==> src/rtl/uart_cmd_decode.sv <==
`default_nettype none
// ============================================================================
// Module      : uart_cmd_decode
// Description : Frame decoder sitting behind uart_rx. Turns the received byte
//               stream into SDRAM test commands:
//                 WR_CMD + WR_BYTES payload -> FIFO writes, then wr_trig
//                 RD_CMD                    -> rd_trig
//                 any other command byte    -> cmd_err
//               Optional macro UART_CMD_TIMEOUT_EN adds an inter-byte idle
//               timeout in WR_DATA that aborts the frame with cmd_err.
// Ports       : sclk        - system clock
//               s_rst_n     - asynchronous active-low reset
//               uart_flag   - byte-valid strobe from uart_rx (po_flag)
//               uart_data   - received byte (rx_data)
//               wfifo_wr_en - write strobe to the SDRAM write FIFO
//               wfifo_data  - byte to the FIFO, held when strobe is low
//               wr_trig     - pulse after a complete write frame is pushed
//               rd_trig     - pulse on receipt of RD_CMD
//               cmd_err     - pulse on unknown command or frame timeout
// Revision    : 1.0 - initial release
// ============================================================================
module uart_cmd_decode #(
    parameter logic [7:0] WR_CMD      = 8'h55,
    parameter logic [7:0] RD_CMD      = 8'hAA,
    parameter int         WR_BYTES    = 4,
    parameter int         TIMEOUT_CYC = 5600
) (
    input  logic       sclk,
    input  logic       s_rst_n,
    input  logic       uart_flag,
    input  logic [7:0] uart_data,
    output logic       wfifo_wr_en,
    output logic [7:0] wfifo_data,
    output logic       wr_trig,
    output logic       rd_trig,
    output logic       cmd_err
);

    typedef enum logic {
        S_IDLE    = 1'b0,
        S_WR_DATA = 1'b1
    } state_t;

    localparam logic [7:0] C_LAST_IDX = 8'(WR_BYTES - 1);

    state_t     state_q;
    logic [7:0] cnt_q;
    logic       wr_pend_q;      // last payload pushed; trigger goes out next cycle
    logic       wfifo_wr_en_q;
    logic [7:0] wfifo_data_q;
    logic       wr_trig_q;
    logic       rd_trig_q;
    logic       cmd_err_q;

`ifdef UART_CMD_TIMEOUT_EN
    localparam logic [15:0] C_TO_LAST = 16'(TIMEOUT_CYC - 1);
    logic [15:0] idle_q;
`else
    logic w_unused_timeout;
    assign w_unused_timeout = ^(16'(TIMEOUT_CYC));
`endif

    always_ff @(posedge sclk or negedge s_rst_n) begin
        if (!s_rst_n) begin
            state_q       <= S_IDLE;
            cnt_q         <= 8'd0;
            wr_pend_q     <= 1'b0;
            wfifo_wr_en_q <= 1'b0;
            wfifo_data_q  <= 8'h00;
            wr_trig_q     <= 1'b0;
            rd_trig_q     <= 1'b0;
            cmd_err_q     <= 1'b0;
`ifdef UART_CMD_TIMEOUT_EN
            idle_q        <= 16'd0;
`endif
        end else begin
            // Pulse outputs default low; wr_trig trails the final FIFO write
            wfifo_wr_en_q <= 1'b0;
            rd_trig_q     <= 1'b0;
            cmd_err_q     <= 1'b0;
            wr_trig_q     <= wr_pend_q;
            wr_pend_q     <= 1'b0;

            case (state_q)
                S_IDLE: begin
                    if (uart_flag) begin
                        if (uart_data == WR_CMD) begin
                            state_q <= S_WR_DATA;
                            cnt_q   <= 8'd0;
`ifdef UART_CMD_TIMEOUT_EN
                            idle_q  <= 16'd0;
`endif
                        end else if (uart_data == RD_CMD) begin
                            rd_trig_q <= 1'b1;
                        end else begin
                            cmd_err_q <= 1'b1;
                        end
                    end
                end

                S_WR_DATA: begin
                    if (uart_flag) begin
                        // Every byte here is payload, command values included
                        wfifo_wr_en_q <= 1'b1;
                        wfifo_data_q  <= uart_data;
`ifdef UART_CMD_TIMEOUT_EN
                        idle_q        <= 16'd0;
`endif
                        if (cnt_q == C_LAST_IDX) begin
                            state_q   <= S_IDLE;
                            cnt_q     <= 8'd0;
                            wr_pend_q <= 1'b1;
                        end else begin
                            cnt_q <= cnt_q + 8'd1;
                        end
                    end
`ifdef UART_CMD_TIMEOUT_EN
                    else if (idle_q == C_TO_LAST) begin
                        // Stalled frame: abort without a write trigger
                        cmd_err_q <= 1'b1;
                        state_q   <= S_IDLE;
                        cnt_q     <= 8'd0;
                        idle_q    <= 16'd0;
                    end else begin
                        idle_q <= idle_q + 16'd1;
                    end
`endif
                end

                default: begin
                    state_q <= S_IDLE;
                    cnt_q   <= 8'd0;
                end
            endcase
        end
    end

    assign wfifo_wr_en = wfifo_wr_en_q;
    assign wfifo_data  = wfifo_data_q;
    assign wr_trig     = wr_trig_q;
    assign rd_trig     = rd_trig_q;
    assign cmd_err     = cmd_err_q;

endmodule
`default_nettype wire

==> config.mk <==
export PLATFORM = sky130hd
export DESIGN_NAME = uart_cmd_decode
export DESIGN_NICKNAME = d
export VERILOG_FILES = /design/src/rtl/uart_cmd_decode.sv
export SDC_FILE = /design/constraint.sdc
export NUM_CORES = 1
export LEC_CHECK = 0
export CORE_ASPECT_RATIO = 0.75
export CORE_MARGIN = 2
export CORE_UTILIZATION = 45
export CTS_CLUSTER_SIZE = 20
export DETAILED_ROUTE_END_ITERATION = 16
export PLACE_DENSITY = 0.71
export SYNTH_ARGS = -nofsm -noshare
export SYNTH_HDL_FRONTEND = slang
export SYNTH_SLANG_ARGS = --single-unit
==> constraint.sdc <==
create_clock -name sclk -period 3.1 [get_ports sclk]
set_input_delay 0.31 -clock sclk [delete_from_list [all_inputs] [get_ports sclk]]
set_output_delay 0.31 -clock sclk [all_outputs]
set_load 0.03 [all_outputs]
==> impl_metrics.toml <==
[critical_path]
reg2reg_depth = 5
cp.required_ps = 3310
rr_startpoint = "cnt_q[0]$_DFFE_PN0P_"
worstPathMaxFanout = 7
cp-start-kind = "flip-flop"
end_kind = "flip-flop"
rrSetupSlack_ps = 1340
cp.arrival_ps = 1960
criticalPathCategory = "flip-flop to flip-flop"
r2r-end = "cnt_q[7]$_DFFE_PN0P_"

[floorplan]
die_width_um = 57.88
initial_core_util = 0.4821
die_h_um = 44.41
row_count = 14
ios = 23
die_area_um2 = 2570
coreArea_um2 = 2032

[synthesis]
synthMuxAreaShare = 0.01149
syn_inst = 96
synth_top_family_by_area = "simple AND/OR/NAND/NOR gates"
synth_seq_cells = 22
syn_area_per_cell_um2 = 10.21
ys_warn_count = 0
yosys.area_share.simple = 0.2708
synth_xor_area_frac = 0.01788
ys_seq_area_frac = 0.5619
synthAdderAreaFrac = 0.01277
synth_nets = 108
synth_area_um2 = 979.7
synth_compound_area_frac = 0.09962
synth_cell_types = 28

[routing]
wl_met1_um = 930
top_layer = "met4"
wl_mm = 1.850
wl_met2_um = 808
wire_per_inst_um = 12.94
dr.first_iter.drc_count = 14
route.antenna.remaining_nets = 0
wl_met3_um = 91
route.detailed.drc = 0
vias = 760
firstDrtPassIters = 4
avgViaCountPerCell = 5.315

[clock_network]
cts.repair.resized = 0
cts.clk_slew.worst_paths_ps = 120
hold_buffers = 0
cts_tree = "done"
cts-root-buf = "clkbuf_4"
clock_latency_ps = 310
cts_buffer_depth = 2
numCtsBuffers = 3
clock_sinks = 22
h-tree-depth = 1
cts_setup_buffers = 0

[timing]
setup_viol = 0
skew_ps = 8.341
slew_viol_final = 0
slew_headroom = 0.3775
period_minus_slack_ps = 1758
rsz0062_at_grt = "no"
setup_tns_ps = 0
worst_slew_pin_slew_ps = 930.8
fin_ws_ps = 1342
fmax_mhz = 568.7
finalHoldViolations = 0
fin_crit_sh = 0.5672

[finish]
diodes = 0
fill_cells = 184
final_common_cell = "nand2_1"
layout_common_cells = "nand2_1 (29), dfrtp_1 (22), clkdlybuf4s50_1 (22)"
area_growth_pct = 29.12
final_layout_size_suffix_gt1_frac = 0.07563
fin_nets = 132
multi_input_area_um2 = 404.1
regArea_um2 = 550.5
stdcell_count = 143

[power]
max-vdd-ir-drop_mv = 0.7187
power_per_cell_area_nw_per_um2 = 871.8
p_comb_frac = 0.398
clockPowerShare = 0.195
cellInternalPower_w = 0.0006939
cellLeakagePower_nw = 0.5954
switching_share = 0.3708
p_sw_w = 0.0004089
p_seq_frac = 0.407

[global_routing]
grt_overflow = 0
grt_max_degree = 23
grt_pass1_vias = 730
grt_pass1_wl_mm = 3.249
grt.total_usage = 0.1706
antenna_found_initial = 0

[worst_hold_path]
min_path_cells = 0
hold_end = "wr_trig$_DFF_PN0_"
min_from = "wr_pend_q$_DFF_PN0_"
hold_class = "flip-flop to flip-flop"

[placement]
gp_congestion = 0.8020
dp_slack_ps = 1097
port_buffers = 22
dpl.cell_count = 139
post-dp-hpwl_mm = 1.347

[status]
status = "completed"

[flow_run]
drv_cap = 0
==> cell type report <==
| class | count | area share |
|---|---|---|
| well taps | 24 | 0.02374 |
| inverters | 2 | 0.005935 |
| multi-input cells | 69 | 0.3195 |
| flip-flops and latches | 22 | 0.4352 |
| clock buffers | 3 | 0.01780 |
| repair buffers | 22 | 0.1741 |
| clock inverters | 1 | 0.02374 |
==> stage by stage <==
stage	instance area [um^2]	hold slack (ps)	utilization	power, W
2_1_floorplan	979.7	14.41	-	0.0007232
3_3_place_gp	1212	335.7	0.5967	0.0008881
3_5_place_dp	1212	338.7	0.5967	0.0008915
4_1_cts	1265	367.0	0.6225	0.001111
5_1_grt	1265	382.9	0.6225	0.001174
6_report	1265	364.7	0.6225	0.001103
==> worst max path at each step <==
stage,endpoint,depth (start not counted),startpoint
finish,cnt_q[7]$_DFFE_PN0P_,5,cnt_q[0]$_DFFE_PN0P_
floorplan,cnt_q[7]$_DFFE_PN0P_,5,cnt_q[0]$_DFFE_PN0P_
global placement,cnt_q[2]$_DFFE_PN0P_,5,uart_flag
detailed placement,cnt_q[7]$_DFFE_PN0P_,5,uart_flag
global route,cnt_q[7]$_DFFE_PN0P_,5,cnt_q[0]$_DFFE_PN0P_
CTS,cnt_q[7]$_DFFE_PN0P_,5,cnt_q[0]$_DFFE_PN0P_
==> worst max-delay path: stages (launching register included) <==
cell and delay (ps):
dfrtp_1 410, ha_1 270, nor4b_2 270, a21oi_1 230, and3_1 220, a221o_1 260
==> cells in the mapped netlist (all sizes together) <==
| cell type | instances | area, um^2 |
|---|---|---|
| nor4b | 2 | 23.77 |
| a21o | 2 | 16.27 |
| and3 | 3 | 20.02 |
| nor2 | 3 | 11.26 |
| a221o | 1 | 10.01 |
| a21oi | 3 | 15.01 |
| nor3 | 1 | 5.000 |
| xnor2 | 1 | 8.760 |
| nand2 | 29 | 108.9 |
| o21ai | 4 | 20.01 |
| buf | 3 | 17.52 |
| ha | 1 | 12.51 |
| mux2 | 1 | 11.26 |
| nand3 | 5 | 25.02 |
| inv | 2 | 7.510 |
| nand4bb | 2 | 22.52 |
| or3 | 1 | 6.260 |
| a22o | 3 | 26.28 |
| xor2 | 1 | 8.760 |
| o21ba | 1 | 10.01 |
| dfrtp | 22 | 550.5 |
| nand4 | 2 | 12.51 |
| nor4bb | 3 | 30.03 |
==> flip-flops by register name (all words and copies together) (netlist names) <==
| signal | flops |
|---|---|
| cmd_err | 1 |
| state_q | 1 |
| cnt_q | 8 |
| wr_trig | 1 |
| wfifo_data | 8 |
| rd_trig | 1 |
| wfifo_wr_en | 1 |
| wr_pend_q | 1 |
==> cells by family after synthesis <==
| logic type | after synthesis |
|---|---|
| XOR/XNOR | 2 |
| buffers and inverters | 5 |
| flip-flops | 22 |
| multiplexers | 1 |
| AND/OR/NAND/NOR | 51 |
| AO/OA/AOI/OAI | 14 |
| adder cells (fa/ha/maj) | 1 |
==> power groups by stage <==
| stage | clock [W] | sequential [W] | combinational, W |
|---|---|---|---|
| 3_5_place_dp | 0 | 0.000454 | 0.000438 |
| 4_1_cts | 0.000220 | 0.000448 | 0.000443 |
| 5_1_grt | 0.000230 | 0.000466 | 0.000478 |
| 6_report | 0.000215 | 0.000448 | 0.000439 |
| 2_1_floorplan | 0 | 0.000552 | 0.000171 |
| 3_3_place_gp | 0 | 0.000453 | 0.000435 |
==> per-layer routing <==
metal	track usage	vias to the layer above
met5	0	-
met4	0.04186	0
met3	0.05848	2
met2	0.2545	14
met1	0.2419	361
li1	-	383
(Power assumes the default switching activity.)
